`config.mk`:
```
export PLATFORM = sky130hd
export DESIGN_NAME = add_arbiter_flat
export DESIGN_NICKNAME = d
export VERILOG_FILES = /design/src/rtl/add_arbiter_pkg.sv /design/src/rtl/add_arbiter_if.sv /design/src/rtl/add_arbiter_rr_grant.sv /design/src/rtl/addition.sv /design/src/rtl/add_arbiter.sv /design/src/flat_wrapper.sv
export SDC_FILE = /design/constraint.sdc
export NUM_CORES = 1
export LEC_CHECK = 0
export CORE_MARGIN = 2
export CORE_UTILIZATION = 35
export DETAILED_ROUTE_END_ITERATION = 10
export GPL_TIMING_DRIVEN = 1
export PLACE_DENSITY = 0.68
export SLEW_MARGIN = 20
export SYNTH_ARGS = -nofsm -noshare
export SYNTH_HDL_FRONTEND = slang
export SYNTH_SLANG_ARGS = --single-unit
```
`constraint.sdc`:
```
create_clock -name clk -period 8.15 [get_ports clk]
set_input_delay 1.63 -clock clk [delete_from_list [all_inputs] [get_ports clk]]
set_output_delay 1.63 -clock clk [all_outputs]
set_load 0.005 [all_outputs]
```
`src/rtl/add_arbiter_pkg.sv`:
```
// Shared constants and types for the shared-adder arbiter.
package add_arb_pkg;

    localparam int DATA_W = 6;
    localparam int CNT_W  = 8;
    localparam logic [CNT_W-1:0] CNT_MAX = 8'hFF;

    typedef enum logic {EMPTY, FULL} rsp_state_t;

endpackage

```
`src/rtl/add_arbiter_if.sv`:
```
// Request/response bus between requesters (master) and the arbiter (slave).
interface add_arbiter_if #(
    parameter int N_REQ = 2,
    parameter int ID_W  = $clog2(N_REQ)
);
    import add_arb_pkg::*;

    // A transfer happens on a rising edge where valid && ready are both 1;
    // the sender holds valid and payload stable until that edge.
    logic [N_REQ-1:0]        req_valid;
    logic [N_REQ-1:0]        req_ready;
    logic [N_REQ*DATA_W-1:0] req_a;
    logic [N_REQ*DATA_W-1:0] req_b;
    logic                    rsp_valid;
    logic                    rsp_ready;
    logic [DATA_W-1:0]       rsp_z;
    logic                    rsp_ovf;
    logic [ID_W-1:0]         rsp_id;

    modport master (
        output req_valid, req_a, req_b, rsp_ready,
        input  req_ready, rsp_valid, rsp_z, rsp_ovf, rsp_id
    );

    modport slave (
        input  req_valid, req_a, req_b, rsp_ready,
        output req_ready, rsp_valid, rsp_z, rsp_ovf, rsp_id
    );

endinterface

```
`src/rtl/add_arbiter_rr_grant.sv`:
```
// Round-robin grant: first set request at or after ptr (mod N), one-hot out.
module rr_grant #(
    parameter int N  = 2,
    parameter int PW = $clog2(N)
) (
    input  logic [N-1:0]  req,
    input  logic [PW-1:0] ptr,
    output logic [N-1:0]  grant
);

    logic found;
    int   idx;

    always_comb begin
        grant = '0;
        found = 1'b0;
        idx   = 0;
        for (int off = 0; off < N; off++) begin
            idx = int'(ptr) + off;
            if (idx >= N) idx = idx - N;
            // Constant-index compare keeps the select free of wide dynamic indexing.
            for (int i = 0; i < N; i++) begin
                if (!found && req[i] && (i == idx)) begin
                    grant[i] = 1'b1;
                    found    = 1'b1;
                end
            end
        end
    end

endmodule

```
`src/rtl/addition.sv`:
```
// 6-bit two's-complement adder with signed-overflow flag; carry out is dropped.
module addition
    import add_arb_pkg::*;
(
    input  logic [DATA_W-1:0] a,
    input  logic [DATA_W-1:0] b,
    output logic [DATA_W-1:0] z,
    output logic              ovf
);

    assign z   = a + b;
    assign ovf = (a[DATA_W-1] == b[DATA_W-1]) && (z[DATA_W-1] != a[DATA_W-1]);

endmodule

```
`src/rtl/add_arbiter.sv`:
```
// Shares one adder among N_REQ requesters; one-entry result register with
// valid/ready output and a saturating overflow counter.
module add_arbiter
    import add_arb_pkg::*;
#(
    parameter int N_REQ = 2,
    parameter int ID_W  = $clog2(N_REQ)
) (
    input  logic             clk,
    input  logic             rst_n,
    add_arbiter_if.slave     bus,
    input  logic             ovf_clr,
    output logic [CNT_W-1:0] ovf_count,
    output rsp_state_t       dbg_state
);

    logic [N_REQ-1:0]  grant;
    logic [ID_W-1:0]   g_idx;
    logic [DATA_W-1:0] a_sel, b_sel, sum;
    logic              sum_ovf, can_load, accept;

    rsp_state_t        state_q, state_d;
    logic [ID_W-1:0]   ptr_q, ptr_d;
    logic [DATA_W-1:0] z_q, z_d;
    logic              ovf_q, ovf_d;
    logic [ID_W-1:0]   id_q, id_d;
    logic [CNT_W-1:0]  cnt_q, cnt_d;

    rr_grant #(.N(N_REQ), .PW(ID_W)) u_grant (
        .req   (bus.req_valid),
        .ptr   (ptr_q),
        .grant (grant)
    );

    always_comb begin
        g_idx = '0;
        a_sel = '0;
        b_sel = '0;
        for (int i = 0; i < N_REQ; i++) begin
            if (grant[i]) begin
                g_idx = ID_W'(i);
                a_sel = bus.req_a[i*DATA_W +: DATA_W];
                b_sel = bus.req_b[i*DATA_W +: DATA_W];
            end
        end
    end

    addition u_add (
        .a   (a_sel),
        .b   (b_sel),
        .z   (sum),
        .ovf (sum_ovf)
    );

    // The register can take a new result when empty or when it is being drained.
    assign can_load      = (state_q == EMPTY) || bus.rsp_ready;
    assign accept        = can_load && (|grant);
    assign bus.req_ready = can_load ? grant : '0;

    always_comb begin
        state_d = state_q;
        ptr_d   = ptr_q;
        z_d     = z_q;
        ovf_d   = ovf_q;
        id_d    = id_q;
        cnt_d   = cnt_q;
        if (accept) begin
            state_d = FULL;
            z_d     = sum;
            ovf_d   = sum_ovf;
            id_d    = g_idx;
            ptr_d   = (g_idx == ID_W'(N_REQ - 1)) ? '0 : g_idx + ID_W'(1);
        end else if ((state_q == FULL) && bus.rsp_ready) begin
            state_d = EMPTY;
        end
        if (ovf_clr) begin
            cnt_d = '0;
        end else if (accept && sum_ovf && (cnt_q != CNT_MAX)) begin
            cnt_d = cnt_q + CNT_W'(1);
        end
    end

    always_ff @(posedge clk or negedge rst_n) begin
        if (!rst_n) begin
            state_q <= EMPTY;
            ptr_q   <= '0;
            z_q     <= '0;
            ovf_q   <= 1'b0;
            id_q    <= '0;
            cnt_q   <= '0;
        end else begin
            state_q <= state_d;
            ptr_q   <= ptr_d;
            z_q     <= z_d;
            ovf_q   <= ovf_d;
            id_q    <= id_d;
            cnt_q   <= cnt_d;
        end
    end

    assign bus.rsp_valid = (state_q == FULL);
    assign bus.rsp_z     = z_q;
    assign bus.rsp_ovf   = ovf_q;
    assign bus.rsp_id    = id_q;
    assign ovf_count     = cnt_q;
    assign dbg_state     = state_q;

endmodule

```
`src/flat_wrapper.sv`:
```
// flat-port wrapper written by rule: the top's interface ports become plain ports
module add_arbiter_flat import add_arb_pkg::*;
#(
    parameter int N_REQ = 2,
    parameter int ID_W  = $clog2(N_REQ)
)
  (clk, rst_n, ovf_clr, ovf_count, dbg_state, bus_req_valid, bus_req_a, bus_req_b, bus_rsp_ready, bus_req_ready, bus_rsp_valid, bus_rsp_z, bus_rsp_ovf, bus_rsp_id);
  add_arbiter_if #(.N_REQ(N_REQ), .ID_W(ID_W)) bus_i ();
  input  logic clk;
  input  logic rst_n;
  input  logic ovf_clr;
  output logic [CNT_W-1:0] ovf_count;
  output rsp_state_t dbg_state;
  input wire logic [$bits(bus_i.req_valid)-1:0] bus_req_valid;
  input wire logic [$bits(bus_i.req_a)-1:0] bus_req_a;
  input wire logic [$bits(bus_i.req_b)-1:0] bus_req_b;
  input wire logic [$bits(bus_i.rsp_ready)-1:0] bus_rsp_ready;
  output wire logic [$bits(bus_i.req_ready)-1:0] bus_req_ready;
  output wire logic [$bits(bus_i.rsp_valid)-1:0] bus_rsp_valid;
  output wire logic [$bits(bus_i.rsp_z)-1:0] bus_rsp_z;
  output wire logic [$bits(bus_i.rsp_ovf)-1:0] bus_rsp_ovf;
  output wire logic [$bits(bus_i.rsp_id)-1:0] bus_rsp_id;
  assign bus_i.req_valid = bus_req_valid;
  assign bus_i.req_a = bus_req_a;
  assign bus_i.req_b = bus_req_b;
  assign bus_i.rsp_ready = bus_rsp_ready;
  assign bus_req_ready = bus_i.req_ready;
  assign bus_rsp_valid = bus_i.rsp_valid;
  assign bus_rsp_z = bus_i.rsp_z;
  assign bus_rsp_ovf = bus_i.rsp_ovf;
  assign bus_rsp_id = bus_i.rsp_id;
  add_arbiter #(.N_REQ(N_REQ), .ID_W(ID_W)) u_core (.clk(clk), .rst_n(rst_n), .bus(bus_i), .ovf_clr(ovf_clr), .ovf_count(ovf_count), .dbg_state(dbg_state));
endmodule
```
# After elaboration in Yosys (flattened, before gate mapping)
# Index checks and enable logic that the tools add are counted.
[word_totals]
ff_bits = 18
in_bits = 30
word_cells = 60
[classes]
add_sub_neg = 6
magnitude_cmp = 2
eq_ne = 5
n_mux = 19
bitwise_logic = 1
n_reduce_logical = 21
[ops]
columns = ["cell", "count"]
rows = [
  ["2-bit by 32-bit == test with 1-bit output, first input constant", 2],
  ["32-bit logical NOT", 2],
  ["32-bit two-way mux", 2],
  ["6-bit two-way mux", 4],
  ["8-bit two-way mux", 2],
  ["1-bit logical AND", 12],
  ["1-bit two-way mux", 10],
  ["8-bit by 1-bit adder with 8-bit output, second input constant", 1],
  ["8-bit != test, second input constant", 1],
  ["6-bit adder", 1],
  ["2-bit nonzero test", 2],
  ["1-bit logical NOT", 3],
  ["1-bit by 2-bit subtractor with 3-bit output, second input constant", 1],
  ["2-bit by 2-bit subtractor with 3-bit output, second input constant", 1],
  ["1-bit by 1-bit adder with 2-bit output, second input constant", 1],
  ["1-bit by 2-bit >= comparator with 1-bit output, second input constant", 1],
  ["2-bit >= comparator, second input constant", 1],
  ["2-bit two-way mux", 1],
  ["2-bit OR reduction", 1],
  ["1-bit adder, second input constant", 1],
  ["1-bit == test", 1],
  ["1-bit logical OR", 1],
  ["1-bit != test", 1],
  ["1-bit inverter", 1],
]

# Longest topological paths before layout
# Gate-level depths: netlist of the first run.
[logic_depth]
word_depth = 25
mapped_depth = 12
ltp_nobuf = 11

# Modules after synthesis
# A second synthesis of the first run with hierarchy kept.
[unflattened]
cells_unflattened = 123
area_unflattened_um2 = 1194.9
[by_module_without_submodules]
columns = ["module", "instances", "cells_each", "area_per_inst_um2"]
rows = [
  ["add_arbiter", 1, 97, 967.2],
  ["addition", 1, 23, 209.0],
  ["rr_grant", 1, 3, 18.8],
]

# Worst setup path before layout of the first run
# OpenSTA, ideal clock, no wires.
[synth_timing]
path_type = "in2reg"
start = "input port bus_req_valid[0]"
end = "register u_core.cnt_q[4], in the netlist u_core.ovf_count[4]"
setup_ns = 0.128
arrival_time_ns = 3.858
t_required_ns = 8.022
setup_slack_ns = 4.164
path_stages = 12
path_buffers = 2
cell_sequence = "nand2b_1 and2_1 clkbuf_1 a22o_1 ha_1 a21o_1 nand4_1 nand3_1 mux2i_1 buf_6 nor4b_2 mux2_1"
[synth_between]
elab_chain_len = 21
word_cells_on_any_way = 29
cone_classes = "add/sub (1); eq/ne (2); mux (10); reduce/logical (16)"
[synth_rtl]
columns = ["element", "line", "source"]
rows = [
  ["start, declared", "flat_wrapper.sv:14", "input wire logic [$bits(bus_i.req_valid)-1:0] bus_req_valid;"],
  ["1-bit logical AND", "add_arbiter_rr_grant.sv:23", "if (!found && req[i] && (i == idx)) begin"],
  ["1-bit two-way mux", "add_arbiter_rr_grant.sv:23", ""],
  ["1-bit logical NOT", "add_arbiter_rr_grant.sv:23", ""],
  ["1-bit logical AND (2 in series)", "add_arbiter_rr_grant.sv:23", ""],
  ["1-bit two-way mux", "add_arbiter_rr_grant.sv:23", ""],
  ["1-bit logical NOT", "add_arbiter_rr_grant.sv:23", ""],
  ["1-bit logical AND (2 in series)", "add_arbiter_rr_grant.sv:23", ""],
  ["1-bit two-way mux", "add_arbiter_rr_grant.sv:23", ""],
  ["1-bit logical NOT", "add_arbiter_rr_grant.sv:23", ""],
  ["1-bit logical AND (2 in series)", "add_arbiter_rr_grant.sv:23", ""],
  ["1-bit two-way mux", "add_arbiter_rr_grant.sv:23", ""],
  ["6-bit two-way mux", "add_arbiter.sv:40", "if (grant[i]) begin"],
  ["6-bit adder", "addition.sv:11", "assign z = a + b;"],
  ["1-bit != test", "addition.sv:12", "assign ovf = (a[DATA_W-1] == b[DATA_W-1]) && (z[DATA_W-1] != a[DATA_W-1]);"],
  ["1-bit logical AND", "addition.sv:12", ""],
  ["1-bit logical AND * (2 in series)", "add_arbiter.sv:78", "end else if (accept && sum_ovf && (cnt_q != CNT_MAX)) begin"],
  ["2-bit nonzero test (no line) *", "--", ""],
  ["end signal, assigned", "add_arbiter.sv:97", "cnt_q <= cnt_d;"],
  ["end, declared", "add_arbiter.sv:27", "logic [CNT_W-1:0] cnt_q, cnt_d;"],
]
# Every way passes the cells marked *; elsewhere a longest branch is shown, timed or not.
# A chain may end at the register's enable or synchronous reset.

# Final worst setup path of the first run
[layout_timing]
start = "input port bus_req_valid[0]"
end = "output port bus_req_ready[0]"
[layout_between]
elab_chain_len = 11
[layout_rtl]
columns = ["element", "line", "source"]
rows = [
  ["1-bit logical AND", "add_arbiter_rr_grant.sv:23", ""],
  ["1-bit two-way mux", "add_arbiter_rr_grant.sv:23", ""],
  ["1-bit logical NOT", "add_arbiter_rr_grant.sv:23", ""],
  ["1-bit logical AND (2 in series)", "add_arbiter_rr_grant.sv:23", ""],
  ["1-bit two-way mux", "add_arbiter_rr_grant.sv:23", ""],
  ["1-bit logical NOT", "add_arbiter_rr_grant.sv:23", ""],
  ["1-bit logical AND (2 in series)", "add_arbiter_rr_grant.sv:23", ""],
  ["1-bit two-way mux *", "add_arbiter_rr_grant.sv:23", ""],
  ["2-bit two-way mux *", "add_arbiter.sv:58", "assign bus.req_ready = can_load ? grant : '0;"],
  ["end, declared", "flat_wrapper.sv:18", "output wire logic [$bits(bus_i.req_ready)-1:0] bus_req_ready;"],
]
# Marks and branches as above.

==> results of run 1 <==
## metrics by stage
step / cell area, sq um / total power [uW] / hold WS (ns) / worst slack (ns)
global route: 1735 / 273.0 / 0.5173 / 3.035
floorplan: 1199 / 164.1 / 0.4733 / 4.164
global placement: 1713 / 214.2 / 0.4673 / 3.217
CTS: 1735 / 259.4 / 0.4929 / 3.169
finish: 1735 / 255.0 / 0.4892 / 3.166
detailed placement: 1713 / 216.4 / 0.4713 / 3.172
## registers in the layout, indices dropped and copies added, names as in the netlist
register / cells
u_core.bus.rsp_z: 6
u_core.ovf_count: 8
u_core.bus.rsp_id: 1
u_core.bus.rsp_valid: 1
u_core.bus.rsp_ovf: 1
u_core.ptr_q: 1
## worst max-delay path: stages
cell and delay, ns:
clkdlybuf4s50_1 0.53, a21boi_2 0.47, nand2_1 0.13, inv_1 0.10, clkdlybuf4s50_1 0.50
## final cells by class
cell class | count | share of cell area [%]
Sequential cell | 18 | 25.96
Tap cell | 46 | 3.317
Multi-Input combinational cell | 96 | 39.87
Inverter | 6 | 1.298
Timing Repair Buffer | 49 | 28.26
Clock buffer | 3 | 1.298
## Yosys cell counts (2+ instances only)
master,number,area share [%]
nand2_1,10,3.1
nand3_1,5,2.1
or4b_1,2,1.7
and2_1,2,1.0
a21o_1,3,1.9
clkbuf_1,4,1.3
a22o_1,10,7.3
o21ai_1,4,1.7
nand2b_1,3,1.6
mux2_1,5,4.7
nor2b_1,4,2.1
ha_1,6,6.3
inv_1,6,1.9
xor2_1,4,2.9
nand4_1,2,1.0
dfrtp_1,18,38
a32oi_1,2,1.5
o41ai_1,2,1.5
a21oi_1,6,2.5
o21ai_0,3,1.3
nor2_1,10,3.1
## cell families (layout without fill, tap and decap cells)
group                      after synthesis  count (layout)  share of synthesized area [%]
AOI/OAI and AO/OA                       34              34                          20.25
xor gates and xnor gates                 5               5                          3.653
adders and majority gates                7               7                          7.933
buffers and inverters                   12              58                          4.697
DFF                                     18              18                          37.58
muxes                                    6               6                          5.532
and+or+nand+nor                         44              44                          20.35
## report_power, final
part	internal [uW]	switching, uW	leakage [uW]
clock	17.1	24.8	0.0000138
combinational	59.0	43.0	0.000485
sequential	103	8.37	0.000231
## per-layer routing
layer  global-route usage [%]  vias to the layer above  routed length (um)
met5                        0                        -                   0
met1                    16.15                      516                1131
met2                    25.27                       40                1356
met4                    5.833                        0                  28
met3                    2.342                        2                 172
li1                         -                      549                   -
## final timing paths
kind,startpoint,endpoint
worst max-delay path,bus_req_valid[0],bus_req_ready[0]
worst min-delay path,u_core.bus.rsp_z[3],u_core.bus.rsp_z[3]
worst max register to register,u_core.ptr_q,u_core.ovf_count[0]
worst min register to register,u_core.bus.rsp_z[3],u_core.bus.rsp_z[3]
max in group asynchronous,rst_n,u_core.ovf_count[6]
min in group asynchronous,rst_n,u_core.ovf_count[1]
==> flow_metrics.tcl, run 1 <==
set metrics [dict create \
    cts_resized 0 \
    relSlewSlack_pct 33.66 \
    cap_violations 0 \
    grt_max_degree 19 \
    critPathLaunchType "input pin" \
    cts-htree-levels 1 \
    synthFlopType "dfrtp_1" \
    drc 0 \
    rows 21 \
    hold_buffers 0 \
    cp_max_fo 13 \
    clock_latency_ns 0.28 \
    placedCellCount 215 \
    synth-seq-area-share_pct 37.58 \
    required_ns 6.52 \
    drtIter0Drc 71 \
    cts_tree "built" \
    gr-usage-all-layers_pct 13.95 \
    synth_edf_count 0 \
    antenna_found_initial 0 \
    worst_slew_pin_slew_ns 0.9674 \
    finalCriticalPeriod_ns 4.984 \
    die_h_um 62.52 \
    dr.pass1.iters 4 \
    ir_worst_vdd_mv 0.04630 \
    setup_viol 0 \
    cts.reportedPaths.clkPinSlew_ns 0.09 \
    rsz0062_at_grt "false" \
    multi_input_comb_area_sq_um 691.9 \
    fin_cells 218 \
    hold_viol 0 \
    fmax_ghz 0.2006 \
    overflow 0 \
    ys_warn_count 0 \
    syn_inst 126 \
    slew_viol_final 0 \
    wl_per_cell_um 12.33 \
    layout_commonest_cell "clkdlybuf4s50_1" \
    reg2reg_slack_ns 4.87 \
    min_path_type "reg2reg" \
    clockBufferDepth 2 \
    vias 1107 \
    reg2reg_depth 10 \
    cp.arrival_ns 3.35 \
    avgSynthCellArea_sq_um 9.513 \
    die_area_sq_mm 0.003909 \
    cts_buffers 3 \
    io_buffers 49 \
    utilization_pct 52.42 \
    seqCellArea_sq_um 450.4 \
    nFillCells 336 \
    layout.nets 211 \
    core_sq_mm 0.003311 \
    postCtsSetupBuffers 0 \
    antenna_left 0 \
    cts_root_buf "clkbuf_4" \
    endpoint_kind "primary output" \
    synth_area_sq_mm 0.001199 \
    chipWidth_um 62.52 \
    ys_ff_latch 18 \
    finalClockSkew_ns 0.0007266 \
    drt-vias-per-instance 5.078 \
    outcome "complete, no violations" \
    grt_pass1_vias 1074 \
    area_delta_synth_final_pct 44.78 \
    fin_tns_setup_ns 0 \
    totalWireLength_um 2689 \
    ios 50 \
    syn_nets 163 \
    min_period_over_period_pct 61.16 \
    p_leak_uw 0.0007297 \
    synth_cell_types 36 \
    gp_congestion 0.7926 \
    initial_core_util_pct 36.21 \
    synthArstFlopShare_pct 100.0 \
    place.detailed.hpwl_um 2240 \
    clock-sinks 18 \
    drive_gt1_share_pct 4.070 \
    p_per_area_mw_per_mm2 147.0 \
    final_cell_mix "clkdlybuf4s50_1 (49), dfrtp_1 (18), a22o_1 (10), nand2_1 (10), nor2_1 (10)" \
    holdPathStages 2 \
    worst-setup-path-type "in2out" \
    antenna_cells 0 \
    grt_pass1_wl_um 4505 \
]
(Power assumes the default switching activity.)
==> run 2: changes to the inputs <==
clock period = 4.7 ns   (was 8.15 ns; I/O delays follow)
==> run 2 against run 1 <==
Cell count unchanged. Hold slack better by 0.00081 ns. Setup slack worse by 2.4 ns. Clock power up 75%. Critical path depth up 6. Highest routed layer unchanged. Largest power group unchanged. Sequential power up 74%. Sequential share of layout area unchanged. Total power up 74%. Critical path type is now in2reg. Die area unchanged.
==> flow_metrics.tcl, run 2 (same netlist as run 1, synthesis figures left out) <==
set metrics [dict create \
    endpoint_kind "flop" \
    cts_buffers 3 \
    initial_core_util_pct 36.21 \
    hold_buffers 0 \
    cts.reportedPaths.clkPinSlew_ns 0.09 \
    ir_worst_vdd_mv 0.1045 \
    finalClockSkew_ns 0.003801 \
    worst-setup-path-type "in2reg" \
    critPathLaunchType "input pin" \
    io_buffers 49 \
    drc 0 \
    nFillCells 327 \
    required_ns 4.87 \
    slew_viol_final 0 \
    cap_violations 0 \
    area_delta_synth_final_pct 44.78 \
    totalWireLength_um 2785 \
    preCtsSetupSlack_ns 0.4641 \
    dr.pass1.iters 4 \
    grt_pass1_wl_um 4671 \
    cp.arrival_ns 4.13 \
    p_leak_uw 0.0007297 \
    final_cell_mix "clkdlybuf4s50_1 (49), dfrtp_1 (18), a22o_1 (10), nand2_1 (10), nor2_1 (10)" \
    final_cell_area_sq_mm 0.001735 \
    antenna_left 0 \
    gp_congestion 0.8232 \
    fmax_ghz 0.2527 \
    overflow 0 \
    cts_resized 0 \
    grt_pass1_vias 1071 \
    setup_viol 0 \
    die_area_sq_mm 0.003909 \
    drive_gt1_share_pct 4.070 \
    postCtsSetupBuffers 0 \
    clockBufferDepth 2 \
    chipWidth_um 62.52 \
    fin_tns_setup_ns 0 \
    clock-sinks 18 \
    core_sq_mm 0.003311 \
    antenna_found_initial 0 \
    slowest_delay_ns 0.75 \
    relSlewSlack_pct 36.07 \
    cts-htree-levels 1 \
    cp_max_fo 12 \
    layout.nets 211 \
    path_cells "clkdlybuf4s50_1 > nand2b_1 > and2_1 > a22o_1 > ha_1 > a21o_1 > nand4_1 > nand3_1 > mux2i_1 > nor2_1 > mux2_1" \
    utilization_pct 52.42 \
    layout_commonest_cell "clkdlybuf4s50_1" \
    clock_latency_ns 0.28 \
    reg2reg_from "u_core.ptr_q" \
    rows 21 \
    seqCellArea_sq_um 450.4 \
    min_path_type "reg2reg" \
    finalCriticalPeriod_ns 3.957 \
    drtIter0Drc 56 \
    vias 1107 \
    final.setup.worst_slack_ns 0.7434 \
    drt-vias-per-instance 5.078 \
    grt_max_degree 19 \
    cts_tree "built" \
    largest_register_ffs 8 \
    outcome "complete, no violations" \
    place.detailed.hpwl_um 2261 \
    critPathSlowestCell "mux2i_1" \
    worst_slew_pin_slew_ns 0.9323 \
    rsz0062_at_grt "false" \
    die_h_um 62.52 \
    reg2reg_slack_ns 1.43 \
    min_period_over_period_pct 84.18 \
    cts_root_buf "clkbuf_4" \
    p_per_area_mw_per_mm2 256.3 \
    min-delay-start "u_core.bus.rsp_z[3]" \
    gr-usage-all-layers_pct 14.71 \
    antenna_cells 0 \
    hold_viol 0 \
    cp-startpoint "bus_req_valid[0]" \
    multi_input_comb_area_sq_um 691.9 \
    wl_per_cell_um 12.78 \
    place_area_sq_mm 0.001713 \
    ios 50 \
]
run 2: cell counts in the layout (fill, tap and decap cells not counted):
No cell type changed its count.
run 2: power breakdown:
| part | leakage, uW | internal (uW) | total [uW] | switching, uW |
|---|---|---|---|---|
| Combinational | 0.000485 | 103 | 179 | 76.4 |
| Sequential | 0.000231 | 178 | 193 | 14.5 |
| Clock | 0.0000138 | 29.7 | 73.2 | 43.5 |
| Total | 0.000730 | 310 | 445 | 134 |
run 2: worst max-delay path, delay by kind of cell:
kind                       cells  cell delay, ns
and+or+nand+nor                5            0.79
buffers and inverters          1            0.52
AOI/OAI and AO/OA              2            0.49
muxes                          2            1.10
adders and majority gates      1            0.30
run 2: through the flow:
| step | power (uW) | std cells | hold WS (ns) |
|---|---|---|---|
| floorplan | 284.6 | 126 | 0.4733 |
| global placement | 371.5 | 215 | 0.4628 |
| detailed placement | 376.7 | 215 | 0.4745 |
| CTS | 453.1 | 218 | 0.4984 |
| global route | 479.3 | 218 | 0.5288 |
| finish | 444.8 | 218 | 0.4900 |
run 2: final timing paths:
kind | endpoint | cells after the start
worst max-delay path | u_core.ovf_count[0] | 11
max in group asynchronous | u_core.ovf_count[2] | 1
worst min-delay path | u_core.bus.rsp_z[3] | 2
min in group asynchronous | u_core.ovf_count[7] | 1
worst max register to register | u_core.ovf_count[0] | 10
worst min register to register | u_core.bus.rsp_z[3] | 2
run 2: final cells by class:
type                    instances  share of cell area, %
well taps                      46                  3.317
repair buffers                 49                  28.26
flip-flops and latches         18                  25.96
clock buffers                   3                  1.298
inverters                       6                  1.298
multi-input cells              96                  39.87
run 2: metal layers:
| layer | up-vias | share of wire, % | track usage (%) |
|---|---|---|---|
| li1 | 553 | - | - |
| met1 | 518 | 42 | 17.27 |
| met2 | 34 | 52 | 25.94 |
| met3 | 2 | 5.5 | 2.703 |
| met4 | 0 | 0.97 | 6.667 |
| met5 | - | 0 | 0 |
==> run 3: changes to the inputs <==
clock period = 4.1 ns   (was 4.7 ns; I/O delays follow)
==> run 3 against run 2 <==
Critical path type unchanged. Global-route usage shrank 0.30 points. Highest routed layer unchanged. Hold slack worse by 0.00075 ns. Total power rose by 20%. Combinational power up 16%. Largest power group unchanged. Die area unchanged.
==> flow_metrics.tcl, run 3 (same netlist as run 1, synthesis figures left out) <==
set metrics [dict create \
    outcome "complete, no violations" \
    worst-setup-path-type "in2reg" \
    clock-sinks 18 \
    setup_viol 0 \
    grt_pass1_wl_um 4623 \
    relSlewSlack_pct 45.07 \
    vias 1120 \
    r2r_end "u_core.ovf_count[0]" \
    reg2reg_slack_ns 1.09 \
    crit_path_end "u_core.ovf_count[0]" \
    drtIter0Drc 47 \
    final_cell_mix "clkdlybuf4s50_1 (49), dfrtp_1 (18), a22o_1 (10), nand2_1 (10), nor2_1 (10)" \
    io_buffers 49 \
    slew_viol_final 0 \
    antenna_cells 0 \
    drive_gt1_share_pct 5.714 \
    final_cell_area_sq_mm 0.001764 \
    placedCellCount 217 \
    endpoint_kind "flop" \
    slowest_delay_ns 0.55 \
    preCtsSetupSlack_ns 0.1712 \
    wl_per_cell_um 12.29 \
    drt-vias-per-instance 5.068 \
    chipWidth_um 62.52 \
    drc 0 \
    crit_family "compound AO/OA/AOI/OAI gates" \
    reg2reg_from "u_core.ptr_q" \
    gp_congestion 0.8483 \
    fin_cells 221 \
    area_delta_synth_final_pct 47.18 \
    ir_worst_vdd_mv 0.1209 \
    critPathSlowestCell "mux2i_1" \
    cp-startpoint "bus_req_valid[1]" \
    layout.nets 213 \
    cts_resized 0 \
    cts_root_buf "clkbuf_4" \
    cp_max_fo 13 \
    grt_pass1_vias 1099 \
    rows 21 \
    p_per_area_mw_per_mm2 302.3 \
    layout_commonest_cell "clkdlybuf4s50_1" \
    dr.pass1.iters 4 \
    hold_buffers 0 \
    p_leak_uw 0.0007460 \
    ios 50 \
    hold_viol 0 \
    cts.reportedPaths.clkPinSlew_ns 0.10 \
    worst_slew_pin_slew_ns 0.8214 \
    rsz0062_at_grt "false" \
    grt_max_degree 19 \
    path_cells "clkdlybuf4s50_1 > a21boi_2 > a22o_1 > ha_1 > a21o_1 > nand4_1 > nand3_1 > mux2i_1 > nor2_1 > mux2_1" \
    cp.depth 10 \
    place.detailed.hpwl_um 2272 \
    antenna_found_initial 0 \
    clock_latency_ns 0.28 \
    clockBufferDepth 2 \
    final.setup.worst_slack_ns 0.5124 \
    antenna_left 0 \
    finalClockSkew_ns 0.002490 \
    gr-usage-all-layers_pct 14.41 \
    place_area_sq_mm 0.001728 \
    required_ns 4.28 \
    totalWireLength_um 2715 \
    initial_core_util_pct 36.21 \
    die_area_sq_mm 0.003909 \
    critPathBufInv 1 \
    cp.arrival_ns 3.76 \
    min_period_over_period_pct 87.50 \
    finalCriticalPeriod_ns 3.588 \
    reg2reg_depth 10 \
    fmax_ghz 0.2787 \
    critPathLaunchType "input pin" \
    postCtsSetupBuffers 0 \
    cts_tree "built" \
    cts-htree-levels 1 \
    overflow 0 \
    nFillCells 329 \
    core_sq_mm 0.003311 \
    min_path_type "reg2reg" \
    cap_violations 0 \
    die_h_um 62.52 \
    fin_tns_setup_ns 0 \
    largest_register_ffs 8 \
    cts_buffers 3 \
]
==> run 3: per-layer routing <==
metal	part of all wire [%]	wire length [um]	vias to the layer above	track usage (%)
met5	0	0	-	0
met4	1.4	38	0	5.000
met3	6.2	169	4	2.703
met2	52	1405	38	25.94
met1	41	1101	519	17.06
li1	-	-	559	-
==> run 3: per-stage QoR <==
step                utilization [%]  hold WS [ns]  power (uW)
finish                        53.29        0.4893       533.4
global route                  53.29        0.5261       573.9
CTS                           53.29        0.4970       544.4
detailed placement            52.19        0.4731       433.9
global placement              52.19        0.4622       429.2
floorplan                         -        0.4733       326.2
==> run 3: how the worst min path moves through the flow <==
stage                     endpoint  cells after the start  slack (ns)           startpoint
3_5_place_dp   u_core.bus.rsp_z[3]                      2        0.47  u_core.bus.rsp_z[3]
3_3_place_gp     u_core.bus.rsp_id                      1        0.46    u_core.bus.rsp_id
6_report       u_core.bus.rsp_z[3]                      2        0.49  u_core.bus.rsp_z[3]
2_1_floorplan  u_core.bus.rsp_z[1]                      2        0.47  u_core.bus.rsp_z[1]
4_1_cts        u_core.bus.rsp_z[3]                      2        0.50  u_core.bus.rsp_z[3]
5_1_grt        u_core.bus.rsp_z[4]                      2        0.53  u_core.bus.rsp_z[4]
==> run 3: final cells by class <==
type	instances	area, sq um	share of cell area, %
multi-input cells	96	691.9	39.22
repair buffers	51	505.5	28.65
flip-flops and latches	18	450.4	25.53
well taps	46	57.56	3.262
clock buffers	4	36.28	2.057
inverters	6	22.52	1.277
==> run 3: power breakdown <==
part	switching (uW)	total [uW]	internal, uW
registers	15.2	219	204
logic	86.8	207	120
clock network	52.9	107	54.0
==> run 3: worst register-to-register path, delay by kind of cell (launching register included) <==
family,cells,cell delay (ns)
compound gates,2,0.48
simple gates,5,0.85
fa+ha+maj,1,0.29
mux,2,0.88
flops,1,0.41
